### config.mk
export PLATFORM = sky130hd
export DESIGN_NAME = serial_adder_flat
export DESIGN_NICKNAME = d
export VERILOG_FILES = /design/src/rtl/serial_adder_if.sv /design/src/rtl/serial_adder.sv /design/src/flat_wrapper.sv
export SDC_FILE = /design/constraint.sdc
export NUM_CORES = 1
export LEC_CHECK = 0
export ABC_AREA = 1
export BUFFER_PORTS_ARGS = -buffer_cell sky130_fd_sc_hd__buf_2
export CAP_MARGIN = 10
export CORE_ASPECT_RATIO = 1.5
export CORE_MARGIN = 10
export CORE_UTILIZATION = 40
export DETAILED_ROUTE_END_ITERATION = 10
export SYNTH_ARGS = -nofsm -noshare
export SYNTH_HDL_FRONTEND = slang
export SYNTH_SLANG_ARGS = --single-unit
### constraint.sdc
create_clock -name clk -period 1.2 [get_ports clk]
set_input_delay 0.18 -clock clk [delete_from_list [all_inputs] [get_ports clk]]
set_output_delay 0.18 -clock clk [all_outputs]
set_load 0.005 [all_outputs]
### src/rtl/serial_adder_if.sv
// Request/result bundle for the bit-serial adder: operands and start in,
// busy/done status and registered result out.
interface serial_adder_if #(
  parameter int unsigned WIDTH = 8
);
  logic             start;
  logic [WIDTH-1:0] A;
  logic [WIDTH-1:0] B;
  logic             busy;
  logic             done;
  logic [WIDTH-1:0] Sum;
  logic             Carry;

  modport master (
    output start, A, B,
    input  busy, done, Sum, Carry
  );

  modport slave (
    input  start, A, B,
    output busy, done, Sum, Carry
  );
endinterface

### src/rtl/serial_adder.sv
// Bit-serial WIDTH-bit adder: one full-adder slice built from two halfAdder
// cells, a carry flop, and operand/sum shift registers sequenced by a small FSM.

module halfAdder (
  input  logic a,
  input  logic b,
  output logic Sum,
  output logic Carry
);
  assign Sum   = a ^ b;
  assign Carry = a & b;
endmodule

module serial_adder #(
  parameter int unsigned WIDTH = 8
) (
  input  logic         clk,
  input  logic         rst,
  serial_adder_if.slave bus
);
  localparam int unsigned CW = $clog2(WIDTH + 1);

  typedef enum logic [1:0] {
    IDLE,
    SHIFT,
    DONE
  } state_t;

  state_t           state;
  logic [WIDTH-1:0] a_sr;
  logic [WIDTH-1:0] b_sr;
  logic [WIDTH-1:0] sum_sr;
  logic [WIDTH-1:0] sum_next;
  logic [CW-1:0]    cnt;
  logic             c;
  logic             ha1_s;
  logic             ha1_c;
  logic             ha2_s;
  logic             ha2_c;
  logic             c_next;

  // Full-adder slice on the current LSBs and the looped-back carry.
  halfAdder ha1 (
    .a     (a_sr[0]),
    .b     (b_sr[0]),
    .Sum   (ha1_s),
    .Carry (ha1_c)
  );

  halfAdder ha2 (
    .a     (ha1_s),
    .b     (c),
    .Sum   (ha2_s),
    .Carry (ha2_c)
  );

  assign c_next = ha1_c | ha2_c;

  // New sum bit enters at the MSB; after WIDTH steps bit 0 holds the first result bit.
  generate
    if (WIDTH == 1) begin : g_sum_w1
      assign sum_next = ha2_s;
    end else begin : g_sum_wn
      assign sum_next = {ha2_s, sum_sr[WIDTH-1:1]};
    end
  endgenerate

  always_ff @(posedge clk) begin
    if (rst) begin
      state     <= IDLE;
      bus.busy  <= 1'b0;
      bus.done  <= 1'b0;
      bus.Sum   <= '0;
      bus.Carry <= 1'b0;
      c         <= 1'b0;
      cnt       <= '0;
      a_sr      <= '0;
      b_sr      <= '0;
      sum_sr    <= '0;
    end else begin
      bus.done <= 1'b0;
      case (state)
        IDLE: begin
          if (bus.start) begin
            a_sr     <= bus.A;
            b_sr     <= bus.B;
            c        <= 1'b0;
            cnt      <= '0;
            bus.busy <= 1'b1;
            state    <= SHIFT;
          end
        end
        SHIFT: begin
          a_sr   <= a_sr >> 1;
          b_sr   <= b_sr >> 1;
          sum_sr <= sum_next;
          c      <= c_next;
          cnt    <= cnt + CW'(1);
          // Final bit: publish result together with the last carry-out.
          if (cnt == CW'(WIDTH - 1)) begin
            state     <= DONE;
            bus.done  <= 1'b1;
            bus.Sum   <= sum_next;
            bus.Carry <= c_next;
          end
        end
        DONE: begin
          bus.busy <= 1'b0;
          state    <= IDLE;
        end
        default: begin
          bus.busy <= 1'b0;
          state    <= IDLE;
        end
      endcase
    end
  end
endmodule

### src/flat_wrapper.sv
// flat-port wrapper written by rule: the top's interface ports become plain ports
module serial_adder_flat 
#(
  parameter int unsigned WIDTH = 8
)
  (clk, rst, bus_start, bus_A, bus_B, bus_busy, bus_done, bus_Sum, bus_Carry);
  serial_adder_if #(.WIDTH(WIDTH)) bus_i ();
  input  logic clk;
  input  logic rst;
  input wire logic [$bits(bus_i.start)-1:0] bus_start;
  input wire logic [$bits(bus_i.A)-1:0] bus_A;
  input wire logic [$bits(bus_i.B)-1:0] bus_B;
  output wire logic [$bits(bus_i.busy)-1:0] bus_busy;
  output wire logic [$bits(bus_i.done)-1:0] bus_done;
  output wire logic [$bits(bus_i.Sum)-1:0] bus_Sum;
  output wire logic [$bits(bus_i.Carry)-1:0] bus_Carry;
  assign bus_i.start = bus_start;
  assign bus_i.A = bus_A;
  assign bus_i.B = bus_B;
  assign bus_busy = bus_i.busy;
  assign bus_done = bus_i.done;
  assign bus_Sum = bus_i.Sum;
  assign bus_Carry = bus_i.Carry;
  serial_adder #(.WIDTH(WIDTH)) u_core (.clk(clk), .rst(rst), .bus(bus_i));
endmodule
; Word level (Yosys, flattened, before mapping)
; Index checks and enable logic that the tools add are counted.
[word_totals]
input_bits = 19
reg_bits = 42
[op_classes]
add_sub_neg = 1
n_bitwise = 6
reduce_logical = 7
mux = 14
eq_ne = 4
[ops]
columns = operator, n
row1 = $pmux W8 S2, 2
row2 = $mux W8, 2
row3 = $pmux W4 S2, 1
row4 = $reduce_and A2 Y1, 4
row5 = $add A4 B1 Y4 const B, 1
row6 = $eq A4 B3 Y1 const B, 1
row7 = $mux W2, 2
row8 = $mux W4, 1
row9 = $pmux W1 S2, 2
row10 = $pmux W2 S2, 1
row11 = $mux W1, 3
row12 = $and A1 B1 Y1, 2
row13 = $eq A2 B1 Y1 const B, 1
row14 = $logic_not A2 Y1, 1
row15 = $ne A2 B1 Y1 const B, 1
row16 = $ne A2 B2 Y1 const B, 1
row17 = $reduce_bool A2 Y1, 1
row18 = $reduce_or A2 Y1, 1
row19 = $xor A1 B1 Y1, 2
row20 = $not A1 Y1, 1
row21 = $or A1 B1 Y1, 1

; Longest topological paths before layout
; Gate-level depths: netlist of the first run.
[depth]
depth_word = 4
mapped_depth = 7
depth_no_buf = 7

; Modules after synthesis
; Synthesis of the first run repeated with hierarchy kept, for this count alone.
[unflattened]
hier_cells = 249
hier_area_um2 = 1755.4
[modules_own_cells]
columns = mod, seq_area_each_um2, n_inst, cells_each, area_each_um2
row1 = serial_adder, 820.8, 1, 247, 1730.4
row2 = halfAdder, 0.0, 2, 1, 12.5

; Least setup slack after synthesis of the first run
; No wires, ideal clock.
[synth_path]
path_kind = reg2reg
from = register u_core.cnt[0]
to = register u_core.bus.Sum[0]
synth_period_minus_slack_ns = 1.247
path_stages_with_launch = 8
path_slack_ns = -0.047
t_arrival_ns = 1.114
cell_sequence = dfxtp_1 ha_1 nand2_1 nor2_4 nand2_1 buf_2 nand2_1 a21oi_1
[synth_via]
elab_chain_cells = 2
[synth_rtl]
columns = element, line
row1 = from (decl), serial_adder.sv:34  ; logic [CW-1:0] cnt;
row2 = from (signal assigned), serial_adder.sv:98  ; cnt <= cnt + CW'(1);
row3 = $eq A4 B3 Y1, serial_adder.sv:100  ; if (cnt == CW'(WIDTH - 1)) begin
row4 = $reduce_and A2 Y1 (no line), n/a
row5 = to (signal assigned), serial_adder.sv:103  ; bus.Sum <= sum_next;
row6 = to (decl), serial_adder_if.sv:21  ; output busy, done, Sum, Carry
; No other way between the ends.
; A chain may end at the register's enable or synchronous reset.

; Worst setup path after layout of the first run
[layout_path]
from = register u_core.cnt[0]
to = register u_core.bus.Sum[4]
; Same word-level chain as after synthesis.

==> results of run 1 <==
## per-stage QoR
| step | instance area [sq um] | util (%) | TNS [ps] | instances | worst slack, ps |
|---|---|---|---|---|---|
| floorplan | 1770 | - | 0 | 238 | 7.18 |
| global placement | 2010 | 47.3 | -87.1 | 315 | -20.2 |
| detailed placement | 2010 | 47.3 | -344 | 315 | -70.1 |
| CTS | 2160 | 50.8 | 0 | 326 | 5.12 |
| global route | 2190 | 51.5 | -173 | 326 | -48.7 |
| finish | 2190 | 51.5 | 0 | 326 | 33.9 |
## worst max-delay path by stage
| stage | from | end | slack, ps | depth (start not counted) |
|---|---|---|---|---|
| 2_1_floorplan | u_core.cnt[1] | u_core.bus.Sum[0] | 7 | 7 |
| 3_3_place_gp | u_core.cnt[0] | u_core.bus.Sum[6] | -20 | 7 |
| 3_5_place_dp | u_core.cnt[1] | u_core.bus.Sum[5] | -70 | 7 |
| 4_1_cts | u_core.state[0] | u_core.bus.Sum[0] | 5 | 6 |
| 5_1_grt | u_core.cnt[0] | u_core.bus.Sum[2] | -50 | 7 |
| 6_report | u_core.cnt[0] | u_core.bus.Sum[4] | 30 | 7 |
## synthesized netlist by cell type, drive strengths merged
| cell type | instances | area (sq um) |
|---|---|---|
| a21oi | 14 | 88.8 |
| buf | 11 | 75.1 |
| clkbuf | 2 | 7.51 |
| dfxtp | 41 | 821 |
| fa | 1 | 20.0 |
| ha | 1 | 12.5 |
| inv | 20 | 75.1 |
| nand2 | 65 | 257 |
| nand3 | 46 | 230 |
| nor2 | 29 | 129 |
| nor3 | 1 | 5.00 |
| o21ai | 7 | 35.0 |
## layer usage
metal | part of all wire [%] | wire length [um] | global-route usage (%)
met4 | 2.2 | 89 | 5.61
met1 | 41 | 1680 | 12.9
met2 | 52 | 2130 | 19.3
met5 | 0 | 0 | 0
met3 | 5.3 | 220 | 4.31
## kinds of logic (layout without fill, tap and decap cells)
kind of cell	Yosys count	in the layout
buffers and inverters	33	74
and+or+nand+nor	141	142
adders and majority gates	2	2
DFF	41	41
AOI/OAI and AO/OA	21	21
## layout make-up
| cell class | instances | area share [%] |
|---|---|---|
| sequential | 41 | 37.8 |
| multi-input combinational | 165 | 37.6 |
| timing repair buffer | 46 | 13.1 |
| clock buffer | 6 | 3.78 |
| inverter | 20 | 3.43 |
| tap | 46 | 2.63 |
| clock inverter | 2 | 1.72 |
## registers in the layout, summed over array words and instances, names as in the netlist
| name | count |
|---|---|
| u_core.sum_sr | 7 |
| u_core.bus.busy | 1 |
| u_core.bus.done | 1 |
| u_core.a_sr | 8 |
| u_core.cnt | 4 |
| u_core.bus.Sum | 8 |
| u_core.b_sr | 8 |
| u_core.bus.Carry | 1 |
| u_core.state | 2 |
| u_core.c | 1 |
## timing repair
item / 4_1_cts / 5_1_grt
cloned: 1 / 0
gates resized for setup: 2 / 8
pin swaps: 3 / 10
buffers inserted: 2 / 0
setup endpoints to repair: 9 / 27
## where the power goes
group / internal [W] / leakage [nW] / switching, W
clock: 0.000676 / 0.0574 / 0.000501
combinational: 0.000138 / 0.668 / 0.000177
sequential: 0.00142 / 0.337 / 0.0000379
total: 0.00223 / 1.06 / 0.000716
## critical path, delay by kind of cell, from the launching register on
family	cells	cell delay, ps
adder cells (fa/ha/maj)	1	150
buffers and inverters	1	130
flip-flops	1	360
AND/OR/NAND/NOR	5	430
==> qor.yml, run 1 <==
worst_setup_path:
  cp_slowest_cell: "dfxtp_2"
  rr_startpoint: "u_core.cnt[0]"
  crit_path_max_fanout: 5
  cp_slowest_stage_delay_ps: 360
  r2r.worst_path.cells: 7
  worstPathArrival_ps: 1370
  cp-end-kind: "flip-flop"
  worstReg2RegEnd: "u_core.bus.Sum[4]"
  worstSetupStartpointType: "flip-flop"
  reg2reg_setup_slack_ps: 30
  cp.required_ps: 1410
  path_class: "flip-flop to flip-flop"
  cp_cell_sequence: "ha_4 -> nand2_4 -> nor2_4 -> buf_4 -> nand2_2 -> nand3_1 -> nand2_1"
logic_synthesis:
  synth_nets: 259
  ys_types: 19
  ys_ff_latch: 41
  synth_xor_area_share_pct: 0
  synth-compound-area-share_pct: 7.06
  yosysWarnings: 0
  synth_top_family_by_area: "simple AND/OR/NAND/NOR gates"
  syn_area_per_cell_sq_um: 7.38
  syn_area_sq_um: 1760
  synth-simple-area-share_pct: 35.4
  synth_cells: 238
  muxShareOfSynthArea_pct: 0
  ys_seq_area_share_pct: 46.8
  synthAdderAreaFrac_pct: 1.85
detailed_routing:
  dr.pass1.iters: 4
  avgRoutedWirePerCell_um: 12.6
  antenna_left: 0
  drcViolationCount: 0
  wl_um: 4120
  vias_per_cell: 4.85
  num_vias: 1580
  drt_iter0_drc: 118
pwr:
  peakVddDrop_v: 0.000940
  power_leakage_nw: 1.06
  total_power_w: 0.00295
  powerDensity_nw_per_um2: 1350
final_layout:
  post_route_cells_drive_above_1_share_pct: 29.3
  multi_input_area_sq_um: 821
  final_common_cell: "nand2_1"
  n_antenna_cell: 0
  ff_latch_area_sq_um: 827
  layout_common_cells: "57 x nand2_1, 45 x nand3_1, 36 x dfxtp_1"
  layout.nets: 300
  nFillCells: 442
  synthToLayoutAreaGrowth_pct: 24.5
clock_network:
  cts_root_buf: "clkbuf_8"
  cts_sinks: 41
  htreeDepth: 2
  cts_buffer_depth: 2
  cts_hold_buffers: 0
  cts_buffers: 5
  clk_latency_ps: 300
  clkTransAtPathRegs_ps: 80
  cts_tree: "yes"
floorplanning:
  die_x_um: 74.1
  core_sq_um: 4250
  row_count: 29
  start_util_pct: 41.3
  die_area_sq_um: 7490
  die_y_um: 101
  ioPinCount: 30
global_routing:
  grt_pass1_vias: 1511
  grt.total_usage_pct: 11.7
  grt_pass1_wl_um: 6960
  grt_max_degree: 18
  antenna_found_initial: 0
  grt-ovfl-total: 0
hold_path:
  holdPathStages: 3
  hp-class: "input port to flip-flop"
  worstHoldStart: "bus_B[7]"
  holdPathEnd: "u_core.b_sr[7]"
sta:
  rsz0062_at_grt: "true"
  period_share_pct: 97.2
  drv_slew: 0
  setup_viol: 0
  min_period_ps: 1170
  worst_pin_slew_ps: 225
  max_slew_margin_pct: 84.8
  clock.fmax_mhz: 858
  hold_viol_final: 0
  skew_ps: 7.06
  whs_ps: 146
placement:
  io_buffer_count: 29
  dpl.hpwl_um: 3040
  place.gp.congestion: 0.750
flow_run:
  cap_violations: 0
status:
  status: "finished, final reports clean"
Power figures use the tool's default switching activity.
==> run 2: changes to the inputs <==
--- a/config.mk
+++ b/config.mk
@@ -5,13 +5,14 @@
 export SDC_FILE = /design/constraint.sdc
 export NUM_CORES = 1
 export LEC_CHECK = 0
-export ABC_AREA = 1
 export BUFFER_PORTS_ARGS = -buffer_cell sky130_fd_sc_hd__buf_2
 export CAP_MARGIN = 10
 export CORE_ASPECT_RATIO = 1.5
 export CORE_MARGIN = 10
 export CORE_UTILIZATION = 40
 export DETAILED_ROUTE_END_ITERATION = 10
+export PLACE_DENSITY_LB_ADDON = 0.3
+export RECOVER_POWER = 100
 export SYNTH_ARGS = -nofsm -noshare
 export SYNTH_HDL_FRONTEND = slang
 export SYNTH_SLANG_ARGS = --single-unit
==> qor.yml, run 2 <==
floorplanning:
  start_util_pct: 41.7
  die_y_um: 104
  ioPinCount: 30
  core_sq_um: 4540
  die_area_sq_um: 7950
  row_count: 30
  die_x_um: 76.2
logic_synthesis:
  ys_ff_latch: 41
  syn_area_sq_um: 1900
  synth_cells: 234
  ys_types: 30
  yosysWarnings: 0
  synth_nets: 255
  synth-async-reset-ratio_pct: 0
  yosysMostFrequentCell: "a21oi_1"
  synth-edff-count: 0
  ys_seq_area_share_pct: 43.3
  syn_area_per_cell_sq_um: 8.10
  synth_common_cells: "45 x a21oi_1, 41 x dfxtp_1, 31 x nor2_1"
  synth_ff_type: "dfxtp_1"
  yosys-top-cells-area: "dfxtp_1 43%, a21oi_1 12%, o221a_2 7.7%, nor2_1 6.1%, nand2_1 3.8%"
  yosysTopAreaCell: "dfxtp_1"
  synth_top_area_share_pct: 43.3
final_layout:
  layout_common_cells: "45 x a21oi_1, 35 x dfxtp_1, 30 x nor2_1"
  multi_input_area_sq_um: 958
  post_route_cells_drive_above_1_share_pct: 31.7
  ff_latch_area_sq_um: 828
  layout.cells.non_filler: 342
  nFillCells: 458
  top_regs: "u_core.a_sr x8, u_core.b_sr x8, u_core.bus.Sum x8"
  synthToLayoutAreaGrowth_pct: 27.9
  final_core_util_pct: 53.4
  final_common_cell: "a21oi_1"
  layout.nets: 298
  n_antenna_cell: 0
placement:
  dpl.hpwl_um: 3230
  place.gp.congestion: 0.730
  post-place-ws_ps: -94.4
  dp.cells: 330
  io_buffer_count: 29
clock_network:
  cts_sinks: 41
  htreeDepth: 2
  cts_hold_buffers: 0
  cts_buffers: 5
  cts_root_buf: "clkbuf_8"
  cts_tree: "yes"
  clkTransAtPathRegs_ps: 90
  clk_latency_ps: 290
  cts_buffer_depth: 2
sta:
  clock.fmax_mhz: 860
  max_slew_margin_pct: 79.2
  whs_ps: 172
  drv_slew: 0
  rsz0062_at_grt: "true"
  min_period_ps: 1160
  hold_viol_final: 0
  setup_slack_ps: 37.8
  skew_ps: 8.91
  worst_pin_slew_ps: 304
  period_share_pct: 96.9
  setup-tns-final_ps: 0
  setup_viol: 0
worst_setup_path:
  critPathBufInv: 0
  r2r.worst_path.cells: 3
  worst-path-stages: 3
  cp_slowest_cell: "fa_1"
  cp_cell_sequence: "fa_1 -> nand3_1 -> a21oi_1"
  cp_top_family: "adder cells"
  worstPathArrival_ps: 1400
  cp-end-kind: "flip-flop"
  worstSetupStartpointType: "flip-flop"
  crit_path_max_fanout: 2
  path_class: "flip-flop to flip-flop"
  cp_slowest_stage_delay_ps: 570
  cp.required_ps: 1430
pwr:
  p_int_w: 0.00244
  power_leakage_nw: 0.972
  power.switching_w: 0.000753
  switching_share_pct: 23.6
  peakVddDrop_v: 0.000975
  pwr-share-comb_pct: 11.5
  powerDensity_nw_per_um2: 1320
  pwr-share-clk_pct: 42.5
  sequentialPowerShare_pct: 46.1
hold_path:
  holdPathStages: 3
  hp-class: "input port to flip-flop"
detailed_routing:
  antenna_left: 0
  dr.pass1.iters: 4
  wl_um: 4690
  vias_per_cell: 5.15
  avgRoutedWirePerCell_um: 13.7
  num_vias: 1762
  drt_iter0_drc: 149
  drcViolationCount: 0
status:
  status: "finished, final reports clean"
global_routing:
  antenna_found_initial: 0
  grt_pass1_vias: 1706
  grt.total_usage_pct: 11.3
  grt_max_degree: 20
  grt_pass1_wl_um: 7670
  grt-ovfl-total: 0
flow_run:
  cap_violations: 0
==> run 2: changes by cell type after synthesis, sizes merged, moves of 7 or more <==
cell and change:
o21ai -7, a21oi +31, clkbuf +7, nand3 -35, o221a +13, o31ai +9, nand2 -46
==> run 2: per-layer routing <==
metal  GRT usage (%)  vias to the layer above  part of all wire (%)
li1                -                      905                     -
met1            12.4                      828                    43
met2            19.9                       27                    52
met3            3.29                        2                   3.8
met4            4.40                        0                  0.85
met5               0                        -                     0
==> run 2: metrics by stage <==
step | power (W) | instance area, sq um
final | 0.00319 | 2420
after global routing | 0.00332 | 2420
after CTS | 0.00320 | 2360
after detailed placement | 0.00185 | 2220
after global placement | 0.00184 | 2220
after floorplan | 0.00172 | 1910
==> run 2: cell type report <==
| cell class | instances | share of cell area (%) |
|---|---|---|
| multi-input combinational | 156 | 39.5 |
| sequential | 41 | 34.2 |
| timing repair buffer | 58 | 15.0 |
| tap | 64 | 3.30 |
| clock buffer | 5 | 2.84 |
| clock inverter | 3 | 2.84 |
| inverter | 15 | 2.32 |
==> run 2: path summary, 6_finish.rpt <==
kind | end | from | slack (ps)
worst max-delay path | u_core.bus.Sum[7] | u_core.c | 40
worst min-delay path | u_core.a_sr[7] | bus_A[7] | 170
worst max register to register | u_core.bus.Sum[7] | u_core.c | 40
worst min register to register | u_core.sum_sr[1] | u_core.sum_sr[1] | 470
==> run 2: tightest hold or removal path, stage by stage <==
cell,delay [ps]
buf_2,70
a21oi_1,50
o22ai_1,110
==> run 2: timing repair <==
| action | in CTS | in global routing |
|---|---|---|
| setup endpoints to repair | 12 | 27 |
| pin swaps | 1 | 1 |
| cloned | 0 | 1 |
| setup buffers | 0 | 3 |
| endpoints found under the hold margin | 0 | 0 |
| resized for setup | 2 | 14 |
==> run 2: cells by family (layout without fill, tap and decap cells) <==
kind of cell / after synthesis / after routing / synth area share, %
adder cells (fa/ha/maj): 2 / 2 / 1.72
AO/OA/AOI/OAI: 77 / 77 / 27.4
AND/OR/NAND/NOR: 75 / 76 / 18.0
multiplexers: 1 / 1 / 0.528
flip-flops: 41 / 41 / 43.3
buffers and inverters: 38 / 81 / 9.04
==> run 2: power groups by stage <==
stage,registers [W],logic (W),clock network [W]
after global placement,0.00150,0.000342,0
final,0.00147,0.000365,0.00136
after detailed placement,0.00150,0.000349,0
after global routing,0.00148,0.000413,0.00143
after CTS,0.00147,0.000351,0.00138
after floorplan,0.00149,0.000233,0
